[src/rtl/imem_arbiter_if.sv]
// rtl/imem_arbiter_if.sv - fetch, loader and instruction-memory signals of the imem arbiter
interface imem_arbiter_if #(
  parameter int WORDS = 256,
  parameter int IW    = $clog2(WORDS)
);
  logic          fetch_req;
  logic [31:0]   fetch_addr;
  logic          fetch_ack;
  logic [31:0]   fetch_data;
  logic          fetch_fault;

  logic          load_req;
  logic          load_we;
  logic [31:0]   load_addr;
  logic [31:0]   load_wdata;
  logic          load_ack;
  logic [31:0]   load_rdata;
  logic          load_fault;

  logic          mem_en;
  logic          mem_we;
  logic [IW-1:0] mem_index;
  logic [31:0]   mem_wdata;
  logic [31:0]   mem_rdata;

  modport slave (
    input  fetch_req, fetch_addr, load_req, load_we, load_addr, load_wdata, mem_rdata,
    output fetch_ack, fetch_data, fetch_fault, load_ack, load_rdata, load_fault,
           mem_en, mem_we, mem_index, mem_wdata
  );

  modport master (
    output fetch_req, fetch_addr, load_req, load_we, load_addr, load_wdata, mem_rdata,
    input  fetch_ack, fetch_data, fetch_fault, load_ack, load_rdata, load_fault,
           mem_en, mem_we, mem_index, mem_wdata
  );
endinterface

[src/rtl/imem_arbiter.sv]
// rtl/imem_arbiter.sv - shares the single-port instruction memory between fetch and loader
module imem_arbiter #(
  parameter int          WORDS            = 256,
  parameter logic [31:0] BASE             = 32'h00400000,
  parameter int          MAX_LOADER_BURST = 4
) (
  input  logic           clock,
  input  logic           clear,
  imem_arbiter_if.slave  bus
);
  localparam int          IW        = $clog2(WORDS);
  localparam int          BW        = $clog2(MAX_LOADER_BURST + 1);
  localparam logic [31:0] SPAN      = 32'(4 * WORDS);
  localparam logic [BW-1:0] BURST_MAX = BW'(MAX_LOADER_BURST);

  typedef enum logic [1:0] {IDLE, ACCESS, RESP} state_t;

  state_t        state;
  logic [BW-1:0] burst_cnt;
  logic          owner_load;
  logic          resp_read;
  logic          fetch_ack_q, load_ack_q, fetch_fault_q, load_fault_q;
  logic          mem_en_q, mem_we_q;
  logic [IW-1:0] mem_index_q;
  logic [31:0]   mem_wdata_q;

  logic          grant_load, grant_fetch, g_we, g_valid;
  logic [31:0]   g_addr, g_off;
  logic [IW-1:0] g_index;

  // Loader has priority until it has won MAX_LOADER_BURST times in a row over a waiting fetch.
  always_comb begin
    grant_load  = bus.load_req && (!bus.fetch_req || burst_cnt != BURST_MAX);
    grant_fetch = bus.fetch_req && !grant_load;
    g_addr      = grant_load ? bus.load_addr : bus.fetch_addr;
    g_we        = grant_load && bus.load_we;
    g_off       = g_addr - BASE;
    g_valid     = (g_addr >= BASE) && (g_off < SPAN) && (g_addr[1:0] == 2'b00);
    g_index     = IW'(g_off >> 2);
  end

  always_ff @(posedge clock or negedge clear) begin
    if (!clear) begin
      state         <= IDLE;
      burst_cnt     <= '0;
      owner_load    <= 1'b0;
      resp_read     <= 1'b0;
      fetch_ack_q   <= 1'b0;
      load_ack_q    <= 1'b0;
      fetch_fault_q <= 1'b0;
      load_fault_q  <= 1'b0;
      mem_en_q      <= 1'b0;
      mem_we_q      <= 1'b0;
      mem_index_q   <= '0;
      mem_wdata_q   <= '0;
    end else begin
      case (state)
        IDLE: begin
          if (grant_load || grant_fetch) begin
            owner_load <= grant_load;
            resp_read  <= g_valid && !g_we;
            if (grant_load && bus.fetch_req) begin
              if (burst_cnt != BURST_MAX)
                burst_cnt <= burst_cnt + BW'(1);
            end else begin
              burst_cnt <= '0;
            end
            if (g_valid) begin
              state       <= ACCESS;
              mem_en_q    <= 1'b1;
              mem_we_q    <= g_we;
              mem_index_q <= g_index;
              mem_wdata_q <= grant_load ? bus.load_wdata : 32'h0;
            end else begin
              // Rejected addresses skip the memory entirely and answer next cycle.
              state         <= RESP;
              fetch_ack_q   <= grant_fetch;
              load_ack_q    <= grant_load;
              fetch_fault_q <= grant_fetch;
              load_fault_q  <= grant_load;
            end
          end
        end
        ACCESS: begin
          state       <= RESP;
          mem_en_q    <= 1'b0;
          mem_we_q    <= 1'b0;
          fetch_ack_q <= !owner_load;
          load_ack_q  <= owner_load;
        end
        RESP: begin
          state         <= IDLE;
          fetch_ack_q   <= 1'b0;
          load_ack_q    <= 1'b0;
          fetch_fault_q <= 1'b0;
          load_fault_q  <= 1'b0;
        end
        default: state <= IDLE;
      endcase
    end
  end

  // Read data passes straight from the memory during the ack cycle.
  assign bus.fetch_data  = (fetch_ack_q && resp_read) ? bus.mem_rdata : 32'h0;
  assign bus.load_rdata  = (load_ack_q && resp_read) ? bus.mem_rdata : 32'h0;
  assign bus.fetch_ack   = fetch_ack_q;
  assign bus.load_ack    = load_ack_q;
  assign bus.fetch_fault = fetch_fault_q;
  assign bus.load_fault  = load_fault_q;
  assign bus.mem_en      = mem_en_q;
  assign bus.mem_we      = mem_we_q;
  assign bus.mem_index   = mem_index_q;
  assign bus.mem_wdata   = mem_wdata_q;
endmodule

[src/flat_wrapper.sv]
// flat-port wrapper written by rule: the top's interface ports become plain ports
module imem_arbiter_flat 
#(
  parameter int          WORDS            = 256,
  parameter logic [31:0] BASE             = 32'h00400000,
  parameter int          MAX_LOADER_BURST = 4
)
  (clock, clear, bus_fetch_req, bus_fetch_addr, bus_load_req, bus_load_we, bus_load_addr, bus_load_wdata, bus_mem_rdata, bus_fetch_ack, bus_fetch_data, bus_fetch_fault, bus_load_ack, bus_load_rdata, bus_load_fault, bus_mem_en, bus_mem_we, bus_mem_index, bus_mem_wdata);
  imem_arbiter_if #(.WORDS(WORDS)) bus_i ();
  input  logic clock;
  input  logic clear;
  input wire logic [$bits(bus_i.fetch_req)-1:0] bus_fetch_req;
  input wire logic [$bits(bus_i.fetch_addr)-1:0] bus_fetch_addr;
  input wire logic [$bits(bus_i.load_req)-1:0] bus_load_req;
  input wire logic [$bits(bus_i.load_we)-1:0] bus_load_we;
  input wire logic [$bits(bus_i.load_addr)-1:0] bus_load_addr;
  input wire logic [$bits(bus_i.load_wdata)-1:0] bus_load_wdata;
  input wire logic [$bits(bus_i.mem_rdata)-1:0] bus_mem_rdata;
  output wire logic [$bits(bus_i.fetch_ack)-1:0] bus_fetch_ack;
  output wire logic [$bits(bus_i.fetch_data)-1:0] bus_fetch_data;
  output wire logic [$bits(bus_i.fetch_fault)-1:0] bus_fetch_fault;
  output wire logic [$bits(bus_i.load_ack)-1:0] bus_load_ack;
  output wire logic [$bits(bus_i.load_rdata)-1:0] bus_load_rdata;
  output wire logic [$bits(bus_i.load_fault)-1:0] bus_load_fault;
  output wire logic [$bits(bus_i.mem_en)-1:0] bus_mem_en;
  output wire logic [$bits(bus_i.mem_we)-1:0] bus_mem_we;
  output wire logic [$bits(bus_i.mem_index)-1:0] bus_mem_index;
  output wire logic [$bits(bus_i.mem_wdata)-1:0] bus_mem_wdata;
  assign bus_i.fetch_req = bus_fetch_req;
  assign bus_i.fetch_addr = bus_fetch_addr;
  assign bus_i.load_req = bus_load_req;
  assign bus_i.load_we = bus_load_we;
  assign bus_i.load_addr = bus_load_addr;
  assign bus_i.load_wdata = bus_load_wdata;
  assign bus_i.mem_rdata = bus_mem_rdata;
  assign bus_fetch_ack = bus_i.fetch_ack;
  assign bus_fetch_data = bus_i.fetch_data;
  assign bus_fetch_fault = bus_i.fetch_fault;
  assign bus_load_ack = bus_i.load_ack;
  assign bus_load_rdata = bus_i.load_rdata;
  assign bus_load_fault = bus_i.load_fault;
  assign bus_mem_en = bus_i.mem_en;
  assign bus_mem_we = bus_i.mem_we;
  assign bus_mem_index = bus_i.mem_index;
  assign bus_mem_wdata = bus_i.mem_wdata;
  imem_arbiter #(.WORDS(WORDS), .BASE(BASE), .MAX_LOADER_BURST(MAX_LOADER_BURST)) u_core (.clock(clock), .clear(clear), .bus(bus_i));
endmodule
[config.mk]
export PLATFORM = sky130hd
export DESIGN_NAME = imem_arbiter_flat
export DESIGN_NICKNAME = d
export VERILOG_FILES = /design/src/rtl/imem_arbiter_if.sv /design/src/rtl/imem_arbiter.sv /design/src/flat_wrapper.sv
export SDC_FILE = /design/constraint.sdc
export NUM_CORES = 1
export LEC_CHECK = 0
export BUFFER_PORTS_ARGS = -buffer_cell sky130_fd_sc_hd__buf_2
export CAP_MARGIN = 30
export CORE_ASPECT_RATIO = 0.8
export CORE_MARGIN = 3
export CORE_UTILIZATION = 36
export DETAILED_ROUTE_END_ITERATION = 12
export PLACE_DENSITY = 0.87
export SKIP_LAST_GASP = 1
export SYNTH_ARGS = -nofsm -noshare
export SYNTH_HDL_FRONTEND = slang
export SYNTH_SLANG_ARGS = --single-unit
export TNS_END_PERCENT = 30
[constraint.sdc]
create_clock -name clock -period 2.27 [get_ports clock]
set_input_delay 0.681 -clock clock [delete_from_list [all_inputs] [get_ports clock]]
set_output_delay 0.681 -clock clock [all_outputs]
set_load 0.02 [all_outputs]
==> impl_metrics.csv, run 1 <==
group,metric,value,unit
outcome,status,"finished, final reports clean",
yosys,avgSynthCellArea,9.40,µm²
yosys,yosysWarnings,0,
floorplanning,coreArea,8160,µm²
floorplanning,die_width,110,µm
final_layout,synthToLayoutAreaGrowth,46.8,%
yosys,synthSimpleGateAreaFrac,30.6,%
grt,overflow,0,
clocking,cts_hold_buf,0,
yosys,synth_fa_ha_area_share,2.81,%
min_path,hold_class,"input port to async pin",
placement,dpl-instance-area,4460,µm²
clocking,cts_sinks,53,
placement,dp_slack,-0.190,ns
clocking,h-tree-depth,2,
floorplanning,die_y,89.3,µm
final_layout,stdcell_count,679,
yosys,synth-compound-area-share,15.6,%
critical_path,crit_path_max_fanout,41,
placement,io_buffers,242,
timing,setup_ws,0.0977,ns
detailed_routing,via_per_inst,4.98,
grt,antenna_found_initial,0,
yosys,synth_ff_type,"dfrtp_1",
grt,grt_use_total,18.6,%
timing,fmaxAchievable,460,MHz
yosys,synth_area_leaders,"dfrtp_1, and3_1, a31o_2",
yosys,syn_inst,332,
power_and_ir_drop,p_per_area,494,nW/µm²
yosys,synth_cell_type_count,41,
clocking,insertion_delay,0.30,ns
detailed_routing,wl_per_cell,14.3,µm
critical_path,cp.arrival,2.36,ns
yosys,synthArstFlopShare,100,%
detailed_routing,post-route-drc-count,0,
detailed_routing,drt_first_iter_violations,201,
final_layout,final_core_util,56.1,%
detailed_routing,firstDrtPassIters,4,
yosys,synth-xor-area-share,0,%
yosys,synth_top_family_by_area,"simple AND/OR/NAND/NOR gates",
timing,whs,0.329,ns
yosys,synthMuxAreaShare,1.40,%
placement,place_congestion,0.834,
critical_path,cp-start-kind,"register",
yosys,syn_area,3120,µm²
power_and_ir_drop,power.leakage,2.90,nW
clocking,clk_path_buf_depth,2,
timing,slew_headroom,66.9,%
yosys,ys_ff_latch,53,
floorplanning,rows,29,
yosys,synth_common_cells,"and3_1, dfrtp_1, a31o_2",
timing,setup_viol,0,
yosys,synth_seq_area_share,42.5,%
final_layout,fin_area,4580,µm²
grt,grt_max_degree,65,
detailed_routing,final_antenna_net_count,0,
detailed_routing,via_count,3380,
power_and_ir_drop,max-vdd-ir-drop,366,µV
clocking,path_clk_slew,0.10,ns
grt,grt_first_pass_wirelength,14.7,mm
critical_path,required,2.45,ns
clocking,cts_inserted_buffers,5,
timing,rsz0062_at_grt,"yes",
flow_run,drv_cap,0,
yosys,yosys.cell_count.top_type,"and3_1",
clocking,clockRootBuffer,"clkbuf_8",
floorplanning,die_area,9820,µm²
final_layout,antenna_cells,0,
floorplanning,start_util,38.2,%
timing,period_share,95.7,%
yosys,synth_edf_count,0,
placement,place_inst,671,
placement,dpl.hpwl,7.85,mm
critical_path,crit_path_end_kind,"register",
critical_path,worstSetupPathType,"register to register",
final_layout,drive_gt1_share,54.5,%
timing,slew_viol_final,0,
yosys,synth_top_area_share,42.5,%
floorplanning,io_pins,243,
timing,fin_crit,2.17,ns
yosys,yosysTopAreaCell,"dfrtp_1",
detailed_routing,wl,9.74,mm
clocking,cts_tree,"done",
timing,worst_pin_slew,0.497,ns
timing,finClkSkew,0.00915,ns
timing,finalHoldViolCount,0,
final_layout,nNetsFinal,710,
yosys,synth_nets,472,
grt,grt_pass1_vias,3156,
==> report_power, final <==
part | switching (W) | total [W] | internal [W]
Sequential | 0.000112 | 0.00111 | 0.00100
Combinational | 0.000286 | 0.000514 | 0.000228
Clock | 0.000304 | 0.000634 | 0.000330
==> placed cells by master, fill, tap and decap left out, drive strengths merged <==
cell      count
a211oi        1
a21oi         2
a31o         32
a31oi         9
a32o          1
a32oi         1
and2          1
and2b         3
and3         66
and4b         1
buf         262
bufinv        1
clkbuf        5
clkinv        1
clkinvlp      1
dfrtp        53
ha            7
inv           7
mux2          3
mux2i         1
nand2        27
nand2b        1
nand3         9
nand3b        2
nand4         1
nor2         19
nor2b        29
nor3          2
nor4          6
nor4b         1
o211ai        2
o21ai         8
o21bai        1
o22ai         1
o2bb2ai       1
o31ai         1
o32ai         1
or2           1
==> logic make-up after synthesis <==
| logic type | Yosys count |
|---|---|
| adders and majority gates | 7 |
| DFF | 53 |
| AOI/OAI and AO/OA | 61 |
| and+or+nand+nor | 169 |
| muxes | 4 |
| buffers and inverters | 38 |
==> what timing repair did <==
action / CTS / global route
buffers inserted: 0 / 0
endpoints found under the hold margin: 0 / 0
endpoints found under the setup margin: 0 / 95
gates resized for setup: 0 / 2
==> per-stage QoR <==
step / total power [W] / setup TNS (ns)
2_1_floorplan: 0.00138 / 0
6_report: 0.00226 / 0
5_1_grt: 0.00241 / -1.07
3_3_place_gp: 0.00161 / -2.85
4_1_cts: 0.00228 / 0
3_5_place_dp: 0.00164 / -5.08
==> path summary, 6_finish.rpt <==
path                                          start                        to  slack [ns]  depth (start not counted)
worst max-delay path            u_core.burst_cnt[0]  u_core.bus.mem_wdata[22]         0.1                          9
min in group clock                 u_core.resp_read          u_core.resp_read        0.49                          2
max in group asynchronous                     clear       u_core.bus.load_ack        1.38                          2
worst min-delay path                          clear  u_core.bus.mem_wdata[19]        0.33                          1
worst min register to register     u_core.resp_read          u_core.resp_read        0.49                          2
worst max register to register  u_core.burst_cnt[0]  u_core.bus.mem_wdata[22]         0.1                          9
==> critical path, stage by stage, from the launching register on <==
cell and delay, ns:
dfrtp_1 0.43, inv_1 0.07, ha_1 0.20, nand3_4 0.09, and2_1 0.20, o32ai_4 0.28
and3_4 0.28, buf_12 0.21, nor2b_1 0.08, a31o_2 0.22
==> per-layer routing <==
metal,track usage (%),up-vias,share of wire (%)
met2,34.5,144,50
li1,-,1661,-
met3,2.67,4,6.6
met1,23.4,1571,42
met4,3.06,0,0.67
met5,0,-,0
==> flip-flops by register name, indices dropped and copies added (netlist names), 2 cells and up <==
name                  count
u_core.burst_cnt          3
u_core.bus.mem_index      8
u_core.bus.mem_wdata     32
u_core.state              2
==> cell type report <==
cell class              instances  area [µm²]
inverters                       7        26.3
multi-input cells             241        1580
clock buffers                   5        68.8
flip-flops and latches         53        1330
well taps                     108         135
repair buffers                262        1400
fillers                       735        3580
clock inverters                 3        46.3
Power figures use the tool's default switching activity.
==> inputs of run 2 (changes only) <==
clock period = 1.85 ns   (was 2.27 ns; I/O delays follow)
==> run 2 against run 1 <==
The flow now finishes with violations (setup timing). Core utilization up 2.5 points. Critical path depth unchanged. First-iteration DRC count up 77%. Sequential cell count unchanged. Cell count up 2.7%.
==> impl_metrics.csv, run 2 (synthesis gave the netlist of run 1 again) <==
group,metric,value,unit
critical_path,crit_path_end_kind,"register",
detailed_routing,post-route-drc-count,0,
placement,dp_slack,-0.502,ns
outcome,status,"finished, violations left",
critical_path,reg2reg_depth,9,
timing,slew_headroom,68.3,%
final_layout,synthToLayoutAreaGrowth,53.5,%
power_and_ir_drop,max-vdd-ir-drop,365,µV
clocking,cts_inserted_buffers,5,
critical_path,rrSetupSlack,-0.21,ns
clocking,cts_hold_buf,0,
critical_path,cp-start-kind,"register",
outcome,violations,"setup timing",
critical_path,slowest_stage,"dfrtp_1",
timing,worst_pin_slew,0.475,ns
grt,grt_max_degree,65,
floorplanning,die_area,9820,µm²
timing,finClkSkew,0.00984,ns
placement,place_congestion,0.813,
detailed_routing,drt_first_iter_violations,355,
clocking,path_clk_slew,0.10,ns
floorplanning,die_width,110,µm
clocking,clockRootBuffer,"clkbuf_8",
clocking,insertion_delay,0.29,ns
power_and_ir_drop,p_per_area,581,nW/µm²
detailed_routing,wl_per_cell,15.4,µm
grt,antenna_found_initial,0,
clocking,h-tree-depth,2,
power_and_ir_drop,power.leakage,3.01,nW
placement,dpl.hpwl,8.27,mm
critical_path,required,2.04,ns
floorplanning,start_util,38.2,%
final_layout,final_common_cell,"buf_2",
clocking,cts_tree,"done",
grt,overflow,0,
critical_path,crit_path_max_fanout,6,
critical_path,r2r_start,"u_core.burst_cnt[1]",
detailed_routing,firstDrtPassIters,5,
timing,finalHoldViolCount,0,
critical_path,reg2reg_to,"u_core.bus.mem_wdata[28]",
clocking,cts_sinks,53,
floorplanning,die_y,89.3,µm
final_layout,antenna_cells,0,
placement,io_buffers,242,
timing,fin_crit,2.06,ns
timing,slew_viol_final,0,
grt,met1_usage,26.2,%
flow_run,drv_cap,0,
floorplanning,rows,29,
critical_path,critPathMaxStageDelay,0.41,ns
detailed_routing,final_antenna_net_count,0,
timing,rsz0062_at_grt,"yes",
critical_path,worstSetupPathType,"register to register",
timing,setup_viol,80,
final_layout,drive_gt1_share,57.4,%
floorplanning,io_pins,243,
final_layout,nNetsFinal,729,
grt,grt_use_total,20.0,%
final_layout,final_core_util,58.6,%
detailed_routing,via_per_inst,5.06,
timing,fmaxAchievable,485,MHz
grt,busiest_layer,"met2",
critical_path,crit_chain,"inv_2 -> ha_4 -> nand3_4 -> a211oi_2 -> o2bb2ai_4 -> and3_4 -> buf_4 -> and2b_1 -> a31o_2",
min_path,hold_class,"input port to async pin",
final_layout,largest_register_ffs,32,
final_layout,layout_common_cells,"buf_2, and3_1, dfrtp_1",
detailed_routing,via_count,3525,
final_layout,nFillCells,749,
timing,period_share,111,%
grt,grt_pass1_vias,3270,
timing,setup_ws,-0.212,ns
floorplanning,coreArea,8160,µm²
grt,grt_use_met3,3.47,%
grt,grt_util_met2,34.9,%
grt,grt_first_pass_wirelength,15.8,mm
detailed_routing,wl,10.7,mm
clocking,clk_path_buf_depth,2,
critical_path,cp.arrival,2.25,ns
## run 2: cell types whose count changed in the layout (fill, tap and decap cells not counted), moves of 2 or more
cell and change:
inv_2 +2, nor4_1 -2, buf_4 +16, inv_1 -2, nor4_2 +2
## run 2: how the worst max path moves through the flow
stage	startpoint	endpoint	cells past startpoint
detailed placement	bus_fetch_addr[14]	u_core.bus.mem_wdata[26]	8
global route	u_core.burst_cnt[1]	u_core.bus.mem_index[7]	10
global placement	bus_load_addr[25]	u_core.bus.mem_index[7]	9
finish	u_core.burst_cnt[1]	u_core.bus.mem_wdata[28]	9
CTS	u_core.burst_cnt[1]	u_core.bus.load_ack	9
floorplan	bus_fetch_req	u_core.bus.mem_we	11
## run 2: through the flow
stage,hold WS [ns],area [µm²],setup TNS (ns),total power (W),std cells
after CTS,0.250,4710,-8.25,0.00277,696
after floorplan,0.259,3140,-10.71,0.00169,332
after detailed placement,0.529,4550,-20.94,0.00208,682
after global placement,0.510,4550,-18.27,0.00204,682
after global routing,0.250,4790,-17.44,0.00297,697
final,0.242,4790,-7.25,0.00278,697
## run 2: what timing repair did
action,in CTS,in global routing
gates cloned,1,1
gates resized for setup,6,9
buffers inserted,6,0
pin swaps,7,1
endpoints found under the setup margin,83,115
## run 2: layer usage
metal	vias to the layer above	share of wire, %	wire length, µm
li1	1699	-	-
met2	145	50	5390
met5	-	0	0
met1	1671	42	4470
met4	0	0.87	93
met3	10	7.2	776
## run 2: critical path: cells and delay by family (launching register included)
family	cells	cell delay [ns]
simple gates	3	0.54
fa+ha+maj	1	0.14
compound gates	3	0.67
buf+inv	2	0.20
flops	1	0.41
## run 2: layout make-up
class | count | area, µm² | share of cell area [%]
multi-input cells | 242 | 1650 | 34.5
clock buffers | 6 | 82.6 | 1.73
flip-flops and latches | 53 | 1330 | 27.7
repair buffers | 280 | 1560 | 32.5
inverters | 7 | 26.3 | 0.549
well taps | 108 | 135 | 2.82
clock inverters | 1 | 7.51 | 0.157
## run 2: report_power, final
part	switching (W)	total, W	internal [W]
logic	0.000453	0.000815	0.000362
registers	0.0000796	0.00131	0.00123
clock network	0.000365	0.000662	0.000297
total	0.000898	0.00278	0.00189
==> inputs of run 3 (changes only) <==
CORE_ASPECT_RATIO = 1.25   (was 0.8)
PLACE_DENSITY = 0.77   (was 0.87)
==> run 3 against run 2 <==
The run still ends with setup timing left. Total power up 3.3%. Cell count decreased by 1.1%. Register-to-register slack gained 0.02 ns. Clock power is 11% higher. First-iteration DRC count down 55%. Core utilization down 0.53 points. Sequential power up 3%. Largest cell class unchanged.
==> impl_metrics.csv, run 3 (synthesis gave the netlist of run 1 again) <==
group,metric,value,unit
outcome,status,"finished, violations left",
outcome,violations,"setup timing",
timing,setup-tns-final,-9.29,ns
critical_path,critPathMaxStageDelay,0.42,ns
final_layout,nNetsFinal,731,
detailed_routing,final_antenna_net_count,0,
clocking,path_clk_slew,0.10,ns
critical_path,cp.buffers_inverters,2,
floorplanning,rows,37,
detailed_routing,via_per_inst,5.12,
grt,grt_max_degree,66,
detailed_routing,wl,10.5,mm
floorplanning,die_width,89.3,µm
critical_path,required,2.05,ns
detailed_routing,wl_per_cell,15.3,µm
power_and_ir_drop,p_per_area,594,nW/µm²
grt,overflow,0,
final_layout,antenna_cells,0,
timing,fmaxAchievable,490,MHz
detailed_routing,firstDrtPassIters,5,
timing,worst_pin_slew,0.451,ns
timing,period_share,110,%
timing,slew_viol_final,0,
grt,grt_use_met3,2.90,%
critical_path,slowest_stage,"dfrtp_1",
floorplanning,die_y,110,µm
detailed_routing,post-route-drc-count,0,
power_and_ir_drop,power.leakage,3.04,nW
floorplanning,coreArea,8330,µm²
critical_path,worstSetupPathType,"register to register",
placement,io_buffers,242,
critical_path,crit_chain,"inv_2 -> ha_4 -> nand3_4 -> a211oi_2 -> o2bb2ai_2 -> buf_4 -> a21oi_4 -> o21bai_2 -> mux2_2",
floorplanning,start_util,37.4,%
timing,finalHoldViolCount,0,
timing,fin_crit,2.04,ns
grt,grt_first_pass_wirelength,15.0,mm
power_and_ir_drop,p_total,0.00288,W
final_layout,largest_register_ffs,32,
critical_path,cp-start-kind,"register",
clocking,h-tree-depth,2,
clocking,clk_path_buf_depth,2,
timing,setup_ws,-0.189,ns
final_layout,layout_common_cells,"buf_2, and3_1, dfrtp_1",
grt,grt_use_total,19.3,%
placement,dpl.hpwl,7.77,mm
power_and_ir_drop,max-vdd-ir-drop,354,µV
floorplanning,io_pins,243,
grt,grt_pass1_vias,3252,
timing,setup_viol,94,
clocking,insertion_delay,0.31,ns
grt,grt_util_met2,36.7,%
grt,antenna_found_initial,0,
critical_path,crit_path_end_kind,"register",
clocking,cts_inserted_buffers,5,
final_layout,final_core_util,58.1,%
clocking,cts_sinks,53,
final_layout,drive_gt1_share,58.4,%
critical_path,crit_family,"compound AO/OA/AOI/OAI gates",
min_path,hold_class,"input port to async pin",
timing,slew_headroom,69.9,%
grt,met1_usage,21.7,%
clocking,clockRootBuffer,"clkbuf_8",
timing,rsz0062_at_grt,"yes",
detailed_routing,via_count,3531,
final_layout,synthToLayoutAreaGrowth,55.2,%
critical_path,cp.arrival,2.24,ns
grt,busiest_layer,"met2",
placement,place_congestion,0.886,
critical_path,crit_path_max_fanout,5,
final_layout,final_common_cell,"buf_2",
clocking,cts_tree,"done",
timing,finClkSkew,0.00904,ns
floorplanning,die_area,9820,µm²
flow_run,drv_cap,0,
detailed_routing,drt_first_iter_violations,160,
run 3: routing by layer:
layer	share of wire, %	routed length (µm)	vias up
li1	-	-	1704
met1	36	3820	1662
met2	56	5850	144
met3	6.3	665	21
met4	1.8	189	0
met5	0	0	-
run 3: through the flow:
stage                     hold WS, ns  instance area (µm²)  setup slack [ns]  instances
after floorplan                 0.259                 3140            -0.274        332
after global routing            0.230                 4840            -0.303        689
after CTS                       0.232                 4700            -0.238        682
final                           0.216                 4840            -0.189        689
after global placement          0.494                 4530            -0.418        669
after detailed placement        0.519                 4530            -0.459        669
run 3: power by group:
| group | internal (W) | switching, W | total, W | leakage (nW) |
|---|---|---|---|---|
| Sequential | 0.00123 | 0.000121 | 0.00135 | 0.728 |
| Clock | 0.000346 | 0.000392 | 0.000738 | 0.0549 |
| Combinational | 0.000360 | 0.000427 | 0.000787 | 2.26 |
run 3: final timing paths:
kind	startpoint	endpoint	depth (start not counted)	slack, ns
worst max-delay path	u_core.burst_cnt[0]	u_core.bus.fetch_ack	9	-0.19
worst min-delay path	clear	u_core.bus.mem_index[7]	2	0.22
worst max register to register	u_core.burst_cnt[0]	u_core.bus.fetch_ack	9	-0.19
worst min register to register	u_core.bus.fetch_fault	u_core.bus.fetch_fault	2	0.53
max in group asynchronous	clear	u_core.bus.fetch_ack	2	1.34
min in group clock	bus_load_wdata[11]	u_core.bus.mem_wdata[11]	2	0.47
run 3: final cells by class:
class / instances / area (µm²)
Tap cell: 97 / 121
Clock buffer: 7 / 96.3
Timing Repair Buffer: 282 / 1590
Fill cell: 751 / 3490
Sequential cell: 53 / 1330
Inverter: 7 / 26.3
Multi-Input combinational cell: 242 / 1670
Clock inverter: 1 / 8.76
run 3: repair_timing:
item / 4_1_cts / 5_1_grt
pin swaps: 7 / 1
setup endpoints to repair: 115 / 112
gates cloned: 0 / 2
hold buffers: 0 / 0
gates resized for setup: 8 / 18
buffers inserted: 5 / 5
